## config.mk

```make
export PLATFORM = sky130hd
export DESIGN_NAME = button_debounce_pulse
export DESIGN_NICKNAME = d
export VERILOG_FILES = /design/src/rtl/button_debounce_pulse.sv
export SDC_FILE = /design/constraint.sdc
export NUM_CORES = 1
export LEC_CHECK = 0
export CAP_MARGIN = 30
export CORE_MARGIN = 1
export CORE_UTILIZATION = 53
export DETAILED_ROUTE_END_ITERATION = 8
export PLACE_DENSITY = 0.81
export SLEW_MARGIN = 20
export SYNTH_ARGS = -nofsm -noshare
export SYNTH_HDL_FRONTEND = slang
export SYNTH_SLANG_ARGS = --single-unit
```

## constraint.sdc

```tcl
create_clock -name clk -period 1.74 [get_ports clk]
set_clock_uncertainty 0.1 [all_clocks]
set_input_delay 0.174 -clock clk [delete_from_list [all_inputs] [get_ports clk]]
set_output_delay 0.174 -clock clk [all_outputs]
set_load 0.03 [all_outputs]
```

## src/rtl/button_debounce_pulse.sv

```systemverilog
// Push-button conditioner: synchroniser, stability-counter debounce FSM, one-cycle press/release
// pulses and optional hold-to-repeat.
module button_debounce_pulse #(
    parameter int unsigned SYNC_STAGES   = 2,
    parameter int unsigned STABLE_CYCLES = 1_000_000,
    parameter int unsigned REPEAT_DELAY  = 0,
    parameter int unsigned REPEAT_PERIOD = 10_000_000
) (
    input  logic clk,
    input  logic reset,
    input  logic PB_raw,
    output logic out_DebouncedPulse,
    output logic out_ReleasePulse,
    output logic out_DebouncedLevel
);

    localparam int unsigned StableW   = $clog2(STABLE_CYCLES + 1);
    localparam int unsigned RepeatMax = (REPEAT_DELAY > REPEAT_PERIOD) ? REPEAT_DELAY
                                                                       : REPEAT_PERIOD;
    localparam int unsigned RepeatW   = $clog2(RepeatMax + 1);
    localparam bit          RepeatEn  = (REPEAT_DELAY != 0);

    localparam logic [StableW-1:0] StableTarget = StableW'(STABLE_CYCLES);
    localparam logic [RepeatW-1:0] DelayTarget  = RepeatW'(REPEAT_DELAY);
    localparam logic [RepeatW-1:0] PeriodTarget = RepeatW'(REPEAT_PERIOD);
    localparam logic [RepeatW-1:0] RepeatSat    = RepeatW'(RepeatMax);

    typedef enum logic [1:0] {
        StReleased,
        StPressWait,
        StPressed,
        StRelWait
    } state_e;

    state_e               stateQ, stateD;
    logic [SYNC_STAGES-1:0] syncQ;
    logic                 sync;
    logic [StableW-1:0]   stableCntQ, stableCntD, stableInc;
    logic [RepeatW-1:0]   repeatCntQ, repeatCntD, repeatStep;
    logic                 repeatArmedQ, repeatArmedD;
    logic                 pressPulseQ, pressPulseD;
    logic                 releasePulseQ, releasePulseD;

    assign sync = syncQ[SYNC_STAGES-1];

    always_ff @(posedge clk) begin
        if (reset) begin
            syncQ         <= '0;
            stateQ        <= StReleased;
            stableCntQ    <= '0;
            repeatCntQ    <= '0;
            repeatArmedQ  <= 1'b0;
            pressPulseQ   <= 1'b0;
            releasePulseQ <= 1'b0;
        end else begin
            syncQ         <= {syncQ[SYNC_STAGES-2:0], PB_raw};
            stateQ        <= stateD;
            stableCntQ    <= stableCntD;
            repeatCntQ    <= repeatCntD;
            repeatArmedQ  <= repeatArmedD;
            pressPulseQ   <= pressPulseD;
            releasePulseQ <= releasePulseD;
        end
    end

    assign stableInc  = (stableCntQ == StableTarget) ? stableCntQ : stableCntQ + 1'b1;
    assign repeatStep = (repeatCntQ == RepeatSat) ? repeatCntQ : repeatCntQ + 1'b1;

    always_comb begin
        stateD        = stateQ;
        stableCntD    = stableCntQ;
        repeatCntD    = repeatCntQ;
        repeatArmedD  = repeatArmedQ;
        pressPulseD   = 1'b0;
        releasePulseD = 1'b0;

        unique case (stateQ)
            StReleased: begin
                if (sync) begin
                    stateD     = StPressWait;
                    stableCntD = StableW'(1);
                end
            end
            StPressWait: begin
                if (!sync) begin
                    stateD     = StReleased;
                    stableCntD = '0;
                end else if (stableCntQ >= StableTarget) begin
                    stateD       = StPressed;
                    stableCntD   = '0;
                    pressPulseD  = 1'b1;
                    repeatCntD   = '0;
                    repeatArmedD = 1'b0;
                end else begin
                    stableCntD = stableInc;
                end
            end
            StPressed: begin
                if (!sync) begin
                    stateD     = StRelWait;
                    stableCntD = StableW'(1);
                end
            end
            StRelWait: begin
                // A bounce back high resumes PRESSED without a new press pulse
                if (sync) begin
                    stateD     = StPressed;
                    stableCntD = '0;
                end else if (stableCntQ >= StableTarget) begin
                    stateD        = StReleased;
                    stableCntD    = '0;
                    releasePulseD = 1'b1;
                    repeatCntD    = '0;
                    repeatArmedD  = 1'b0;
                end else begin
                    stableCntD = stableInc;
                end
            end
            default: stateD = StReleased;
        endcase

        // Repeat timing spans PRESSED and REL_WAIT; suppressed on the edge that releases
        if (RepeatEn && (stateQ == StPressed || stateQ == StRelWait) && stateD != StReleased) begin
            if ((!repeatArmedQ && repeatStep == DelayTarget) ||
                (repeatArmedQ && repeatStep == PeriodTarget)) begin
                pressPulseD  = 1'b1;
                repeatCntD   = '0;
                repeatArmedD = 1'b1;
            end else begin
                repeatCntD = repeatStep;
            end
        end
    end

    assign out_DebouncedPulse = pressPulseQ;
    assign out_ReleasePulse   = releasePulseQ;
    assign out_DebouncedLevel = (stateQ == StPressed) || (stateQ == StRelWait);

endmodule

```

# After elaboration in Yosys (flattened, before gate mapping)
# Cells that the tools add are included.
# word_totals
elab_cells	39
in_bits	3
out_inout_bits	3
reg_bits	26
# classes
n_eq_ne	8
n_reduce_logical	6
mux	15
addsub	1
bitwise_logic	3
n_lt_le_gt_ge	1
# op_table
op	count
$mux W20	6
$pmux W20 S4	1
$add A20 B1 Y20 const B	1
$eq A20 B20 Y1 const B	1
$ge A20 B20 Y1 const B	1
$mux W2	6
$pmux W2 S4	1
$ne A3 B3 Y1 const B	2
$reduce_or A3 Y1	2
$eq A2 B2 Y1 const B	2
$ne A2 B2 Y1 const B	2
$reduce_and A4 Y1	1
$not A1 Y1	3
$eq A2 B1 Y1 const B	1
$logic_not A2 Y1	1
$reduce_and A2 Y1	1
$logic_or A1 B1 Y1	1
$mux W1	1

# Logic depth before layout (Yosys ltp)
# Gate-level depths: netlist (run 1).
# logic_depth
depth_word	5
mapped_depth	7
depth_no_buf	6

# Worst setup path after synthesis (run 1)
# Ideal clock, no wire load.
# synth_path
kind	reg-to-reg
startpoint	register stableCntQ[0]
endpoint	register stableCntQ[18]
slack_ns	-0.056
period_less_slack_ns	1.796
path_buffers	0
stages_incl_launch_ff	7
arrival_time_ns	1.634
cell_sequence	dfxtp_1 -> ha_1 -> nand4_1 -> nor4_1 -> nand3_1 -> or3_1 -> nand3_1
# synth_between
elab_chain_len	5
# synth_rtl
element	line_no	source
from (decl)	38	logic [StableW-1:0] stableCntQ, stableCntD, stableInc;
from (signal assigned)	58	stableCntQ <= stableCntD;
$add A20 B1 Y20 / $eq A20 B20 Y1 (equally long branches)	66	assign stableInc = (stableCntQ == StableTarget) ? stableCntQ : stableCntQ + 1'b1;
$mux W20	66	
$mux W20 *	88, 109	
$mux W20 (on tied branches)	106, 85	
$pmux W20 S4 *	77	unique case (stateQ)
# Every way passes the cells marked *; elsewhere a longest branch is shown, timed or not.
# A chain may end at the register's enable or synchronous reset.

# Worst setup path after layout (run 1)
# layout_path
startpoint	register stableCntQ[6]
endpoint	register stableCntQ[12]
# The elaborated chain is that of the path after synthesis.

==> flow_metrics.tcl, run 1 <==
set metrics [dict create \
    status "finished with violations" \
    violations "negative setup slack" \
    core-area_um2 2320 \
    p_switching_uw 212 \
    grt_max_degree 14 \
    syn_nets 168 \
    leakage_nw 0.757 \
    final_cells 233 \
    yosysSeqAreaShare_pct 38.4 \
    reg2reg_slack_ns -0.06 \
    clock_latency_ns 0.33 \
    finalCriticalPeriod_ns 1.80 \
    p_clk_share_pct 28.1 \
    synthAdderAreaFrac_pct 1.85 \
    syn_area_um2 1350 \
    wl_met2_mm 1.87 \
    grt_pass1_wl_mm 5.60 \
    crit_chain "o31ai_4 > nand3_2 > a211o_1 > buf_6 > or3_1 > nand3_1" \
    cts_tree "done" \
    ant_nets 0 \
    gp_congestion 0.896 \
    hpwlAfterDp_mm 2.39 \
    synth_edf_count 0 \
    postPlaceCellArea_um2 1680 \
    switching_share_pct 23.1 \
    slowest_stage "dfxtp_4" \
    drv_cap 0 \
    vias 1401 \
    rsz0062_at_grt "true" \
    grt-ovfl-total 0 \
    routedWlPerCell_um 16.1 \
    synthCells 163 \
    highest_layer "met4" \
    ys_types 40 \
    final_nets 212 \
    synthTopCellsByCount "dfxtp_1 (26), nand2_1 (25), nand3_1 (21), nor2_1 (11), nand4_1 (7)" \
    synth_top_area_share_pct 38.4 \
    holdPathStages 2 \
    r2r_cells 6 \
    worst_slack_ns -0.0556 \
    p_int_uw 706 \
    muxShareOfSynthArea_pct 2.96 \
    cp-start-kind "register" \
    dp_cells 224 \
    antenna_found_initial 0 \
    post-route-period-util_pct 103 \
    crit_required_ns 1.91 \
    tightest_slew_ns 0.347 \
    numCtsBuffers 3 \
    numPortBuffers 5 \
    multi_input_area_um2 892 \
    rr_startpoint "stableCntQ[6]" \
    ys.flop_type "dfxtp_1" \
    die_height_um 52.5 \
    maxSlewViolCount 0 \
    synth_top_family_by_area "simple AND/OR/NAND/NOR gates" \
    io_pins 6 \
    crit_path_end_kind "register" \
    critPathArrivalTime_ns 1.97 \
    final_area_um2 1890 \
    hold_viol 0 \
    grt_pass1_vias 1263 \
    antenna_cells 0 \
    fin_total_pwr_uw 918 \
    syn_avg_cell_area_um2 8.31 \
    met3_length_um 211 \
    timing.slew.headroom_pct 76.8 \
    synth.area.top_cells "dfxtp_1 (38%), nand3_1 (7.8%), nand2_1 (6.9%)" \
    setup_viol_count_final 7 \
    fmax_mhz 557 \
    pwr-share-comb_pct 6.4 \
    p_per_area_nw_per_um2 485 \
    wl_met1_mm 1.57 \
    path_clk_slew_ns 0.14 \
    synth_compound_area_share_pct 11.6 \
    setup_tns_ns -0.222 \
    cts.path.max_buffers 2 \
    cts_sinks 26 \
    hold_path_end "syncQ[0]" \
    hp-start "PB_raw" \
    wl_mm 3.76 \
    regArea_um2 538 \
    ir_drop_mv 0.464 \
    drc 0 \
    n_fill_cell 142 \
    yosys_warnings 0 \
    hp-class "primary input to register" \
    track_usage_pct 27.3 \
    yosysMostFrequentCell "dfxtp_1" \
    drive_above_1_share_pct 41.0 \
    synthToLayoutAreaGrowth_pct 39.8 \
    hold_buffers 0 \
    cp_max_fo 7 \
    yosysTopAreaCell "dfxtp_1" \
    dr.pass1.iters 4 \
    yosys.area_share.simple_pct 35.2 \
    power_frac_seq_pct 65.4 \
    std_cell_rows 17 \
    dieArea_um2 2760 \
    start_util_pct 58.4 \
    drtIter0Drc 60 \
    dp_slack_ns -0.0931 \
    synthXorXnorAreaFrac_pct 4.44 \
    cts_root_buffer "clkbuf_4" \
    rr_endpoint "stableCntQ[12]" \
    via_per_inst 6.01 \
    slowest_delay_ns 0.37 \
    worst-setup-path-type "register to register" \
    die_w_um 52.5 \
    async_flop_share_pct 0 \
    ys_seq_elements 26 \
    h-tree-depth 1 \
]
-- routing by layer --
metal  vias to the layer above  global-route usage (%)
met5                         -                       0
met4                         0                    8.33
met3                        12                    4.06
met2                        59                    47.5
met1                       660                    34.4
li1                        670                       -
-- what timing repair did --
item / CTS / global route
pin swaps: 11 / 9
buffers inserted: 3 / 2
gates cloned: 1 / 0
resized for setup: 13 / 31
setup endpoints to repair: 10 / 20
-- logic make-up after synthesis --
group / count (synthesis)
compound gates: 22
mux: 4
flops: 26
xor+xnor: 6
buf+inv: 12
simple gates: 91
fa+ha+maj: 2
-- flip-flops by register name, indices dropped and copies added, names as in the netlist, named ones only --
register and flops:
out_DebouncedPulse 1, stateQ 1, stableCntQ 20, syncQ 2, out_ReleasePulse 1
-- power groups by stage --
stage / Combinational [mW] / Sequential [mW] / Clock (mW)
detailed placement: 0.0480 / 0.616 / 0
CTS: 0.0517 / 0.602 / 0.250
global placement: 0.0466 / 0.616 / 0
floorplan: 0.0248 / 0.616 / 0
finish: 0.0592 / 0.600 / 0.258
global route: 0.0634 / 0.601 / 0.281
-- area by class of cell --
class,count,area share [%]
flip-flops and latches,26,28.4
multi-input cells,125,47.1
well taps,28,1.85
repair buffers,48,20.8
clock buffers,3,1.19
inverters,3,0.595
-- layout by cell type (no fill, tap or decap), drive strengths merged, types with 3 or more instances in the layout --
master         count
a21oi              7
and3               3
buf               43
clkbuf             3
clkdlybuf4s50      4
dfxtp             26
inv                3
mux2i              4
nand2             26
nand3             22
nand4              7
nor2              11
nor2b              3
nor3               3
nor4b              3
o21ai              6
or3                6
xor2               4
-- worst max-delay path by stage --
stage / endpoint / start / slack (ns)
finish: stableCntQ[12] / stableCntQ[6] / -0.06
global route: stableCntQ[18] / stableCntQ[6] / -0.16
CTS: stableCntQ[12] / stableCntQ[6] / -0.02
detailed placement: stableCntQ[1] / stableCntQ[0] / -0.09
global placement: stableCntQ[10] / stableCntQ[8] / -0.02
floorplan: stableCntQ[18] / stableCntQ[0] / 0.005
-- stage by stage --
stage / util [%] / hold WS, ns
2_1_floorplan: - / 0.202
3_3_place_gp: 72.3 / 0.319
3_5_place_dp: 72.3 / 0.329
4_1_cts: 75.8 / 0.289
5_1_grt: 81.7 / 0.293
6_report: 81.7 / 0.293
-- worst max-delay path, delay by kind of cell (launching register included) --
family | cells | cell delay [ns]
simple gates | 3 | 0.54
flops | 1 | 0.37
buf+inv | 1 | 0.16
compound gates | 2 | 0.58
No activity file was read; power rests on OpenSTA's default activity.
==> run 2: changes to the inputs <==
--- a/config.mk
+++ b/config.mk
@@ -5,9 +5,10 @@
 export SDC_FILE = /design/constraint.sdc
 export NUM_CORES = 1
 export LEC_CHECK = 0
-export CAP_MARGIN = 30
+export CAP_MARGIN = 20
 export CORE_MARGIN = 1
 export CORE_UTILIZATION = 53
+export CTS_CLUSTER_SIZE = 20
 export DETAILED_ROUTE_END_ITERATION = 8
 export PLACE_DENSITY = 0.81
 export SLEW_MARGIN = 20
==> results of run 2 <==
Same layout as run 1: the final DEF is identical, and so are final timing and power.
==> run 3: changes to the inputs <==
--- a/config.mk
+++ b/config.mk
@@ -7,11 +7,10 @@
 export LEC_CHECK = 0
 export CAP_MARGIN = 20
 export CORE_MARGIN = 1
-export CORE_UTILIZATION = 53
+export CORE_UTILIZATION = 30
 export CTS_CLUSTER_SIZE = 20
 export DETAILED_ROUTE_END_ITERATION = 8
-export PLACE_DENSITY = 0.81
-export SLEW_MARGIN = 20
+export PLACE_DENSITY = 0.54
 export SYNTH_ARGS = -nofsm -noshare
 export SYNTH_HDL_FRONTEND = slang
 export SYNTH_SLANG_ARGS = --single-unit
==> flow_metrics.tcl, run 3 (synthesized netlist as in run 1, its figures left out) <==
set metrics [dict create \
    status "finished with violations" \
    violations "negative setup slack" \
    hpwlAfterDp_mm 2.53 \
    r2r_cells 6 \
    numCtsBuffers 3 \
    via_per_inst 5.17 \
    drc 0 \
    worst-path-buf-inv 1 \
    dr.pass1.iters 4 \
    timing.slew.headroom_pct 76.2 \
    critPathLaunch "stableCntQ[8]" \
    slowest_delay_ns 0.39 \
    cts_root_buffer "clkbuf_8" \
    rsz0062_at_grt "true" \
    post-route-period-util_pct 105 \
    cts_tree "done" \
    p_per_area_nw_per_um2 546 \
    cts.path.max_buffers 2 \
    postPlaceCellArea_um2 1740 \
    cp-start-kind "register" \
    start_util_pct 31.1 \
    maxSlewViolCount 0 \
    ir_drop_mv 0.397 \
    crit_chain "o31ai_4 > nand3_2 > a211o_4 > buf_6 > or3_1 > nand3_1" \
    rr_startpoint "stableCntQ[8]" \
    std_cell_rows 24 \
    dieArea_um2 4790 \
    gp_congestion 0.759 \
    ant_nets 0 \
    biggestRegsByFlops "stableCntQ x20, syncQ x2" \
    clock_latency_ns 0.27 \
    antenna_found_initial 0 \
    endpoint "stableCntQ[18]" \
    rr_endpoint "stableCntQ[18]" \
    cp_max_fo 5 \
    fin_total_pwr_mw 1.05 \
    path_clk_slew_ns 0.10 \
    numPortBuffers 5 \
    hp-class "primary input to register" \
    worst_slack_ns -0.0882 \
    grt-ovfl-total 0 \
    io_pins 6 \
    synthToLayoutAreaGrowth_pct 42.3 \
    drv_cap 0 \
    final_common_cell "buf_4" \
    die_w_um 69.2 \
    hold_viol 0 \
    hold_buffers 0 \
    drtIter0Drc 45 \
    fmax_mhz 547 \
    vias 1354 \
    whs_ns 0.355 \
    crit_path_end_kind "register" \
    routedWlPerCell_um 14.0 \
    core-area_um2 4350 \
    grt_pass1_wl_mm 6.11 \
    cts_sinks 26 \
    setup_viol_count_final 8 \
    final_cell_mix "buf_4 (42), nand2_1 (25), dfxtp_1 (21)" \
    largest_reg_flops 20 \
    tightest_slew_ns 0.356 \
    track_usage_pct 15.3 \
    final_area_um2 1930 \
    cp_top_family "compound AO/OA/AOI/OAI gates" \
    h-tree-depth 1 \
    grt_pass1_vias 1317 \
    leakage_nw 0.783 \
    final_nets 216 \
    wl_mm 3.66 \
    die_height_um 69.2 \
    finalCriticalPeriod_ns 1.83 \
    crit_cells 6 \
    slowest_stage "a211o_4" \
    grt_max_degree 15 \
    drive_above_1_share_pct 36.7 \
    critPathArrivalTime_ns 1.94 \
    reg2reg_slack_ns -0.09 \
    crit_required_ns 1.85 \
    worst-setup-path-type "register to register" \
    antenna_cells 0 \
    largest-register "stableCntQ" \
]
## run 3: cell types whose count changed in the layout (fill, tap and decap cells not counted), moves of 2 or more
cell      previous run  this run
clkbuf_4             3         0
dfxtp_2              8         4
nor2_2               2         0
nor4b_1              0         2
nor4b_2              3         0
buf_4               37        42
clkbuf_8             0         4
a21oi_2              6         2
dfxtp_1             16        21
nor2_1               9        11
a21oi_1              1         5
## run 3: cell type report
class | count | area (um^2)
fillers | 426 | 2430
clock buffers | 4 | 55.1
well taps | 52 | 65.1
inverters | 3 | 11.3
flip-flops and latches | 26 | 529
multi-input cells | 125 | 846
repair buffers | 52 | 420
## run 3: worst min path at each step
| stage | startpoint | end | slack, ns | cells past startpoint |
|---|---|---|---|---|
| global placement | syncQ[0] | syncQ[1] | 0.33 | 1 |
| detailed placement | syncQ[0] | syncQ[1] | 0.34 | 1 |
| global route | PB_raw | syncQ[0] | 0.35 | 2 |
| floorplan | PB_raw | syncQ[0] | 0.20 | 1 |
| CTS | PB_raw | syncQ[0] | 0.35 | 2 |
| finish | PB_raw | syncQ[0] | 0.36 | 2 |
## run 3: power breakdown
part	internal, mW	total [mW]	switching (mW)
Sequential	0.598	0.601	0.00308
Clock	0.202	0.396	0.194
Combinational	0.0272	0.0551	0.0279
## run 3: worst register-to-register path: cells and delay by family, from the launching register on
| kind | cells | cell delay [ns] |
|---|---|---|
| flip-flops | 1 | 0.35 |
| AND/OR/NAND/NOR | 3 | 0.55 |
| buffers and inverters | 1 | 0.14 |
| AO/OA/AOI/OAI | 2 | 0.64 |
## run 3: metrics by stage
step	setup TNS, ns	utilization (%)	instances	setup slack (ns)
final	-0.361	44.3	262	-0.0882
after global placement	-0.365	40.0	253	-0.0742
after floorplan	0	-	163	0.00469
after detailed placement	-0.399	40.0	253	-0.0782
after CTS	-0.389	42.2	258	-0.0794
after global routing	-1.34	44.3	262	-0.135
## run 3: per-layer routing
metal | track usage, % | vias to the layer above | routed length [um]
li1 | - | 677 | -
met1 | 20.3 | 642 | 1660
met2 | 27.0 | 27 | 1840
met3 | 1.74 | 8 | 91
met4 | 2.72 | 0 | 65
met5 | 0 | - | 0
## run 3: timing repair
item	in CTS	in global routing
buffers inserted	1	3
resized for setup	11	15
setup endpoints to repair	10	17
pin swaps	10	13
cloned	0	1
